## src/rtl/ps2_pkg.sv

```systemverilog
// ps2_pkg: shared types and constants for the PS/2 keycode receiver.
// Frame FSM states, scancode prefixes and HID usage codes.
package ps2_pkg;

    typedef enum logic [1:0] {
        IDLE,
        DATA,
        PARITY,
        STOP
    } ps2_state_t;

    localparam logic [7:0] PS2_EXT = 8'hE0;
    localparam logic [7:0] PS2_BRK = 8'hF0;

    localparam logic [7:0] HID_A     = 8'h04;
    localparam logic [7:0] HID_D     = 8'h07;
    localparam logic [7:0] HID_W     = 8'h1A;
    localparam logic [7:0] HID_S     = 8'h16;
    localparam logic [7:0] HID_SPACE = 8'h2C;
    localparam logic [7:0] HID_ENTER = 8'h28;
    localparam logic [7:0] HID_LEFT  = 8'h50;
    localparam logic [7:0] HID_RIGHT = 8'h4F;
    localparam logic [7:0] HID_UP    = 8'h52;
    localparam logic [7:0] HID_DOWN  = 8'h51;

    // Odd parity holds when data plus parity bit carry an odd count of ones.
    function automatic logic odd_ones(input logic [8:0] v);
        return ^v;
    endfunction

endpackage

```

## src/rtl/ps2_hid_map.sv

```systemverilog
// ps2_hid_map: Set-2 make code (with E0 flag) to HID usage code.
// Codes not in the table map to 0 so the decoder ignores them.
module ps2_hid_map
    import ps2_pkg::*;
(
    input  logic       ext,
    input  logic [7:0] data,
    output logic [7:0] code
);

    // Table lookup on {extended flag, scancode byte}.
    always_comb begin
        code = 8'h00;
        case ({ext, data})
            9'h01C:  code = HID_A;
            9'h023:  code = HID_D;
            9'h01D:  code = HID_W;
            9'h01B:  code = HID_S;
            9'h029:  code = HID_SPACE;
            9'h05A:  code = HID_ENTER;
            9'h16B:  code = HID_LEFT;
            9'h174:  code = HID_RIGHT;
            9'h175:  code = HID_UP;
            9'h172:  code = HID_DOWN;
            default: code = 8'h00;
        endcase
    end

endmodule

```

## src/rtl/ps2_keycode_rx.sv

```systemverilog
// ps2_keycode_rx: PS/2 Set-2 frame receiver and held-key decoder.
// Define PS2_TRANSLATE_EN to translate scancodes to HID usage codes.
module ps2_keycode_rx
    import ps2_pkg::*;
#(
    parameter int FILTER_LEN  = 8,
    parameter int TIMEOUT_CYC = 10000
) (
    input  logic       Clk,
    input  logic       Reset,
    input  logic       ps2_clk,
    input  logic       ps2_data,
    output logic [7:0] keycode,
    output logic       key_event,
    output logic [7:0] rx_byte,
    output logic       rx_valid,
    output logic       frame_err
);

    localparam int FW = $clog2(FILTER_LEN + 1);
    localparam int TW = $clog2(TIMEOUT_CYC + 1);

    logic          clk_s1;
    logic          clk_s2;
    logic          dat_s1;
    logic          dat_s2;
    logic          filt;
    logic          filt_d;
    logic [FW-1:0] fcnt;
    logic          strb;
    logic [TW-1:0] tmo;
    ps2_state_t    state;
    logic [2:0]    bcnt;
    logic [7:0]    shreg;
    logic          par;
    logic          ext;
    logic          brk;
    logic [7:0]    code;

    // Two-flop synchronizers; pins idle high.
    always_ff @(posedge Clk) begin
        if (Reset) begin
            clk_s1 <= 1'b1;
            clk_s2 <= 1'b1;
            dat_s1 <= 1'b1;
            dat_s2 <= 1'b1;
        end else begin
            clk_s1 <= ps2_clk;
            clk_s2 <= clk_s1;
            dat_s1 <= ps2_data;
            dat_s2 <= dat_s1;
        end
    end

    // Filtered clock flips only after FILTER_LEN opposite samples in a row.
    always_ff @(posedge Clk) begin
        if (Reset) begin
            filt   <= 1'b1;
            filt_d <= 1'b1;
            fcnt   <= '0;
        end else begin
            filt_d <= filt;
            if (clk_s2 == filt) begin
                fcnt <= '0;
            end else if (fcnt == FW'(FILTER_LEN - 1)) begin
                filt <= clk_s2;
                fcnt <= '0;
            end else begin
                fcnt <= fcnt + 1'b1;
            end
        end
    end

    assign strb = filt_d & ~filt;

    // Watchdog reloads on every bit strobe and counts down otherwise.
    always_ff @(posedge Clk) begin
        if (Reset) begin
            tmo <= TW'(TIMEOUT_CYC);
        end else if (strb) begin
            tmo <= TW'(TIMEOUT_CYC);
        end else if (tmo != '0) begin
            tmo <= tmo - 1'b1;
        end
    end

    // Frame FSM: start, 8 data bits LSB first, parity, stop.
    always_ff @(posedge Clk) begin
        if (Reset) begin
            state     <= IDLE;
            bcnt      <= '0;
            shreg     <= '0;
            par       <= 1'b0;
            rx_byte   <= '0;
            rx_valid  <= 1'b0;
            frame_err <= 1'b0;
        end else begin
            rx_valid  <= 1'b0;
            frame_err <= 1'b0;
            if (strb) begin
                unique case (state)
                    IDLE: begin
                        if (!dat_s2) begin
                            state <= DATA;
                            bcnt  <= '0;
                        end else begin
                            frame_err <= 1'b1;
                        end
                    end
                    DATA: begin
                        shreg <= {dat_s2, shreg[7:1]};
                        bcnt  <= bcnt + 1'b1;
                        if (bcnt == 3'd7) state <= PARITY;
                    end
                    PARITY: begin
                        par   <= dat_s2;
                        state <= STOP;
                    end
                    STOP: begin
                        state <= IDLE;
                        if (dat_s2 && odd_ones({par, shreg})) begin
                            rx_byte  <= shreg;
                            rx_valid <= 1'b1;
                        end else begin
                            frame_err <= 1'b1;
                        end
                    end
                endcase
            end else if (state != IDLE && tmo == '0) begin
                state     <= IDLE;
                frame_err <= 1'b1;
            end
        end
    end

`ifdef PS2_TRANSLATE_EN
    ps2_hid_map u_map (
        .ext  (ext),
        .data (rx_byte),
        .code (code)
    );
`else
    logic ext_unused;
    assign ext_unused = ext;
    assign code       = rx_byte;
`endif

    // Prefix tracking and held-key update; newest press wins.
    always_ff @(posedge Clk) begin
        if (Reset) begin
            ext       <= 1'b0;
            brk       <= 1'b0;
            keycode   <= '0;
            key_event <= 1'b0;
        end else begin
            key_event <= 1'b0;
            if (frame_err) begin
                ext <= 1'b0;
                brk <= 1'b0;
            end else if (rx_valid) begin
                unique case (1'b1)
                    (rx_byte == PS2_EXT): ext <= 1'b1;
                    (rx_byte == PS2_BRK): brk <= 1'b1;
                    default: begin
                        ext <= 1'b0;
                        brk <= 1'b0;
                        if (brk) begin
                            if (code == keycode) begin
                                keycode   <= '0;
                                key_event <= 1'b1;
                            end
                        end else if (code != 8'h00) begin
                            keycode   <= code;
                            key_event <= 1'b1;
                        end
                    end
                endcase
            end
        end
    end

endmodule
```

## config.mk

```make
export PLATFORM = sky130hd
export DESIGN_NAME = ps2_keycode_rx
export DESIGN_NICKNAME = d
export VERILOG_FILES = /design/src/rtl/ps2_pkg.sv /design/src/rtl/ps2_hid_map.sv /design/src/rtl/ps2_keycode_rx.sv
export SDC_FILE = /design/constraint.sdc
export NUM_CORES = 1
export LEC_CHECK = 0
export BUFFER_PORTS_ARGS = -buffer_cell sky130_fd_sc_hd__buf_2
export CAP_MARGIN = 15
export CORE_UTILIZATION = 40
export CTS_BUF_LIST = sky130_fd_sc_hd__clkbuf_16
export DETAILED_ROUTE_END_ITERATION = 16
export SLEW_MARGIN = 25
export SYNTH_ARGS = -nofsm -noshare
export SYNTH_HDL_FRONTEND = slang
export SYNTH_SLANG_ARGS = --single-unit
```

## constraint.sdc

```tcl
create_clock -name Clk -period 1.7 [get_ports Clk]
set_input_delay 0.34 -clock Clk [delete_from_list [all_inputs] [get_ports Clk]]
set_output_delay 0.34 -clock Clk [all_outputs]
set_load 0.02 [all_outputs]
```

==> key figures <==
Status
  – Status: finished, final reports clean

Layout
  – Layout cells sized above 1: 0.348
  – Most common cell after layout, fill and taps aside: dfxtp_1
  – Most frequent cells in the layout: dfxtp_1 (52), nor2_1 (34), buf_4 (29), buf_2 (22), mux2i_1 (18)
  – Syn-to-layout area delta: 35.0%
  – Final #Nets: 343
  – Design Area, Final: 3490 sq um
  – Antenna diode instance count: 0

Clocking
  – Clock tree sinks: 58
  – Clock transition at path regs: 0.05 ns
  – Number of CTS-inserted buffers: 9
  – Clock Tree Buf Depth: 2
  – Htree depth: 3
  – Root buf cell: clkbuf_16
  – TritonCTS clock tree: done
  – Clk_lat worst skew: 0.32 ns

Worst setup path
  – CP Class: reg2reg
  – Worst reg2reg path depth: 7
  – Crit-path cells: inv_4 -> ha_4 -> nor3b_4 -> nand4_1 -> or3_4 -> a21oi_2 -> a41o_1
  – Crit path max-delay family: simple AND/OR/NAND/NOR gates
  – CP Launch Type: flop
  – Slowest CP cell: or3_4
  – CP Data Arrival Time: 1.95 ns
  – Crit. End Element: flop
  – Largest fanout on the critical path: 4
  – CP max stage delay: 0.41 ns
  – Buf/Inv on CP: 1
  – Crit path required time: 1.96 ns
  – Stages on worst setup path: 7
  – Worst R2R Setup Slack: 0.01 ns

Routing
  – Wire per inst: 13.3 um
  – DRC: 0
  – WL final: 5450 um
  – Via count: 2120
  – Via density: 5.16
  – Antenna-violating nets left: 0
  – Detailed Routing Iterations Pass 1: 4
  – DRT iter0 DRCs: 70

Synthesis
  – Syn Inst Count: 273
  – Seq/Total Area, Yosys: 0.449
  – Yosys cell types: 46
  – Seq cells post-synth: 58
  – Mapped Area: 2590 sq um
  – Top FF cell, synth: dfxtp_1
  – Syn nets: 285
  – Ys async rst share: 0
  – Post-synth EDFFs: 0
  – Avg Cell Area, Syn: 9.47 sq um
  – Ys Warns: 0

Timing
  – Least-Margin Pin Slew: 0.511 ns
  – Final WS setup: 0.00985 ns
  – Final Critical Period: 1.69 ns
  – Clock skew: 0.00462 ns
  – Final slew viol count: 0
  – Achievable Freq: 0.592 GHz
  – Slew margin rel.: 0.656
  – Final hold violations: 0
  – Unrepaired setup endpoints after global routing: true
  – Fin crit share: 0.994
  – Setup Viol. Count Final: 0

Placement
  – Routability congestion estimate: 0.742
  – HPWL Detailed: 3710 um
  – Pre-CTS worst setup slack: -0.0000786 ns
  – Placed cell area: 3040 sq um
  – Port buffer count: 22

Floorplanning
  – # rows: 28
  – Initial Util: 0.427
  – Die height: 82.4 um
  – Die W: 82.4 um
  – Io pins: 23
  – Full die area: 6790 sq um
  – Core Area: 6060 sq um

Power and ir drop
  – Sequential share of power: 0.456
  – P_leak: 1.56 nW
  – P_sw: 701 uW
  – Pwr per Cell Area: 898 nW/um^2
  – Sw Share: 0.224
  – Design Power: 3.13 mW
  – Comb pwr share: 0.057
  – Worst VDD drop: 0.607 mV
  – Int Pwr: 2.43 mW
  – Clock Power Share: 0.487

Global route
  – Pin count of the biggest net entering global routing: 20
  – Total global-route track usage: 0.168
  – Remaining global-route overflow: 0
  – Vias in the first global route: 1916
  – First-pass GRT wire length: 8510 um
  – Initial antenna violation count: 0

Worst hold path
  – Hold path cells: 2
  – Worst hold path type: in2reg

Flow run
  – MaxCap Viol Count: 0
==> state kept, by name (all words and copies together) (netlist names), 2 cells and up <==
| register | flops |
|---|---|
| bcnt | 3 |
| fcnt | 4 |
| keycode | 8 |
| rx_byte | 8 |
| shreg | 8 |
| state | 2 |
| tmo | 14 |
==> synth_stat cells, drive strengths merged, types with 3 or more instances <==
library cell | instances | share of area
a21oi | 18 | 0.035
clkbuf | 7 | 0.010
dfxtp | 58 | 0.45
ha | 8 | 0.039
inv | 6 | 0.0087
mux2i | 19 | 0.078
nand2 | 13 | 0.019
nand2b | 4 | 0.0097
nand3 | 7 | 0.014
nand3b | 3 | 0.0087
nor2 | 34 | 0.049
nor3 | 5 | 0.0097
nor4 | 7 | 0.017
o21ai | 14 | 0.027
or2 | 5 | 0.012
or3 | 4 | 0.0097
or3b | 8 | 0.027
xnor2 | 9 | 0.030
xor2 | 12 | 0.041
==> power by group through the flow <==
stage          logic, mW  registers, mW  clock network [mW]
2_1_floorplan      0.104           1.45                   0
3_3_place_gp       0.168           1.45                   0
3_5_place_dp       0.168           1.45                   0
4_1_cts            0.171           1.42                1.57
5_1_grt            0.201           1.43                1.63
6_report           0.180           1.43                1.53
==> logic make-up (layout without fill, tap and decap cells) <==
family          after synthesis  in the layout  share of synthesized area
compound gates               48             48                      0.110
flops                        58             58                      0.449
buf+inv                      15             78                     0.0223
mux                          19             19                     0.0784
fa+ha+maj                     8              8                     0.0387
simple gates                102            102                      0.213
xor+xnor                     23             23                     0.0890
==> final timing paths <==
kind                       start                    to
min                     ps2_data     dat_s1$_SDFF_PP1_
max          tmo[0]$_SDFFE_PP0N_  frame_err$_SDFF_PP0_
max reg2reg  tmo[0]$_SDFFE_PP0N_  frame_err$_SDFF_PP0_
min reg2reg    clk_s1$_SDFF_PP1_     clk_s2$_SDFF_PP1_
==> what timing repair did <==
item	4_1_cts	5_1_grt
hold buffers	0	0
hold endpoints to repair	0	0
resized for setup	1	38
setup endpoints to repair	1	27
gates cloned	0	2
pin swaps	0	10
setup buffers	0	1
==> per-layer routing <==
layer | global-route usage | wire length (um) | up-vias
met1 | 0.218 | 2720 | 1000
li1 | - | - | 1078
met3 | 0.0429 | 159 | 9
met5 | 0 | 0 | -
met4 | 0.102 | 83 | 0
met2 | 0.250 | 2490 | 33
==> area by class of cell <==
cell class	instances	area, sq um
multi-input cells	200	1520
well taps	75	93.8
clock inverters	7	28.8
inverters	6	25.0
flip-flops and latches	58	1170
clock buffers	9	225
repair buffers	56	429
fillers	560	2570
==> through the flow <==
step / hold WS (ns) / setup TNS (ns) / utilization / std cells
after global placement: 0.394 / -0.00705 / 0.501 / 392
after global routing: 0.194 / -0.772 / 0.576 / 411
after detailed placement: 0.402 / -0.0000786 / 0.501 / 392
after floorplan: 0.389 / -0.143 / - / 273
final: 0.203 / 0 / 0.576 / 411
after CTS: 0.194 / 0 / 0.544 / 408
Power figures use the tool's default switching activity.
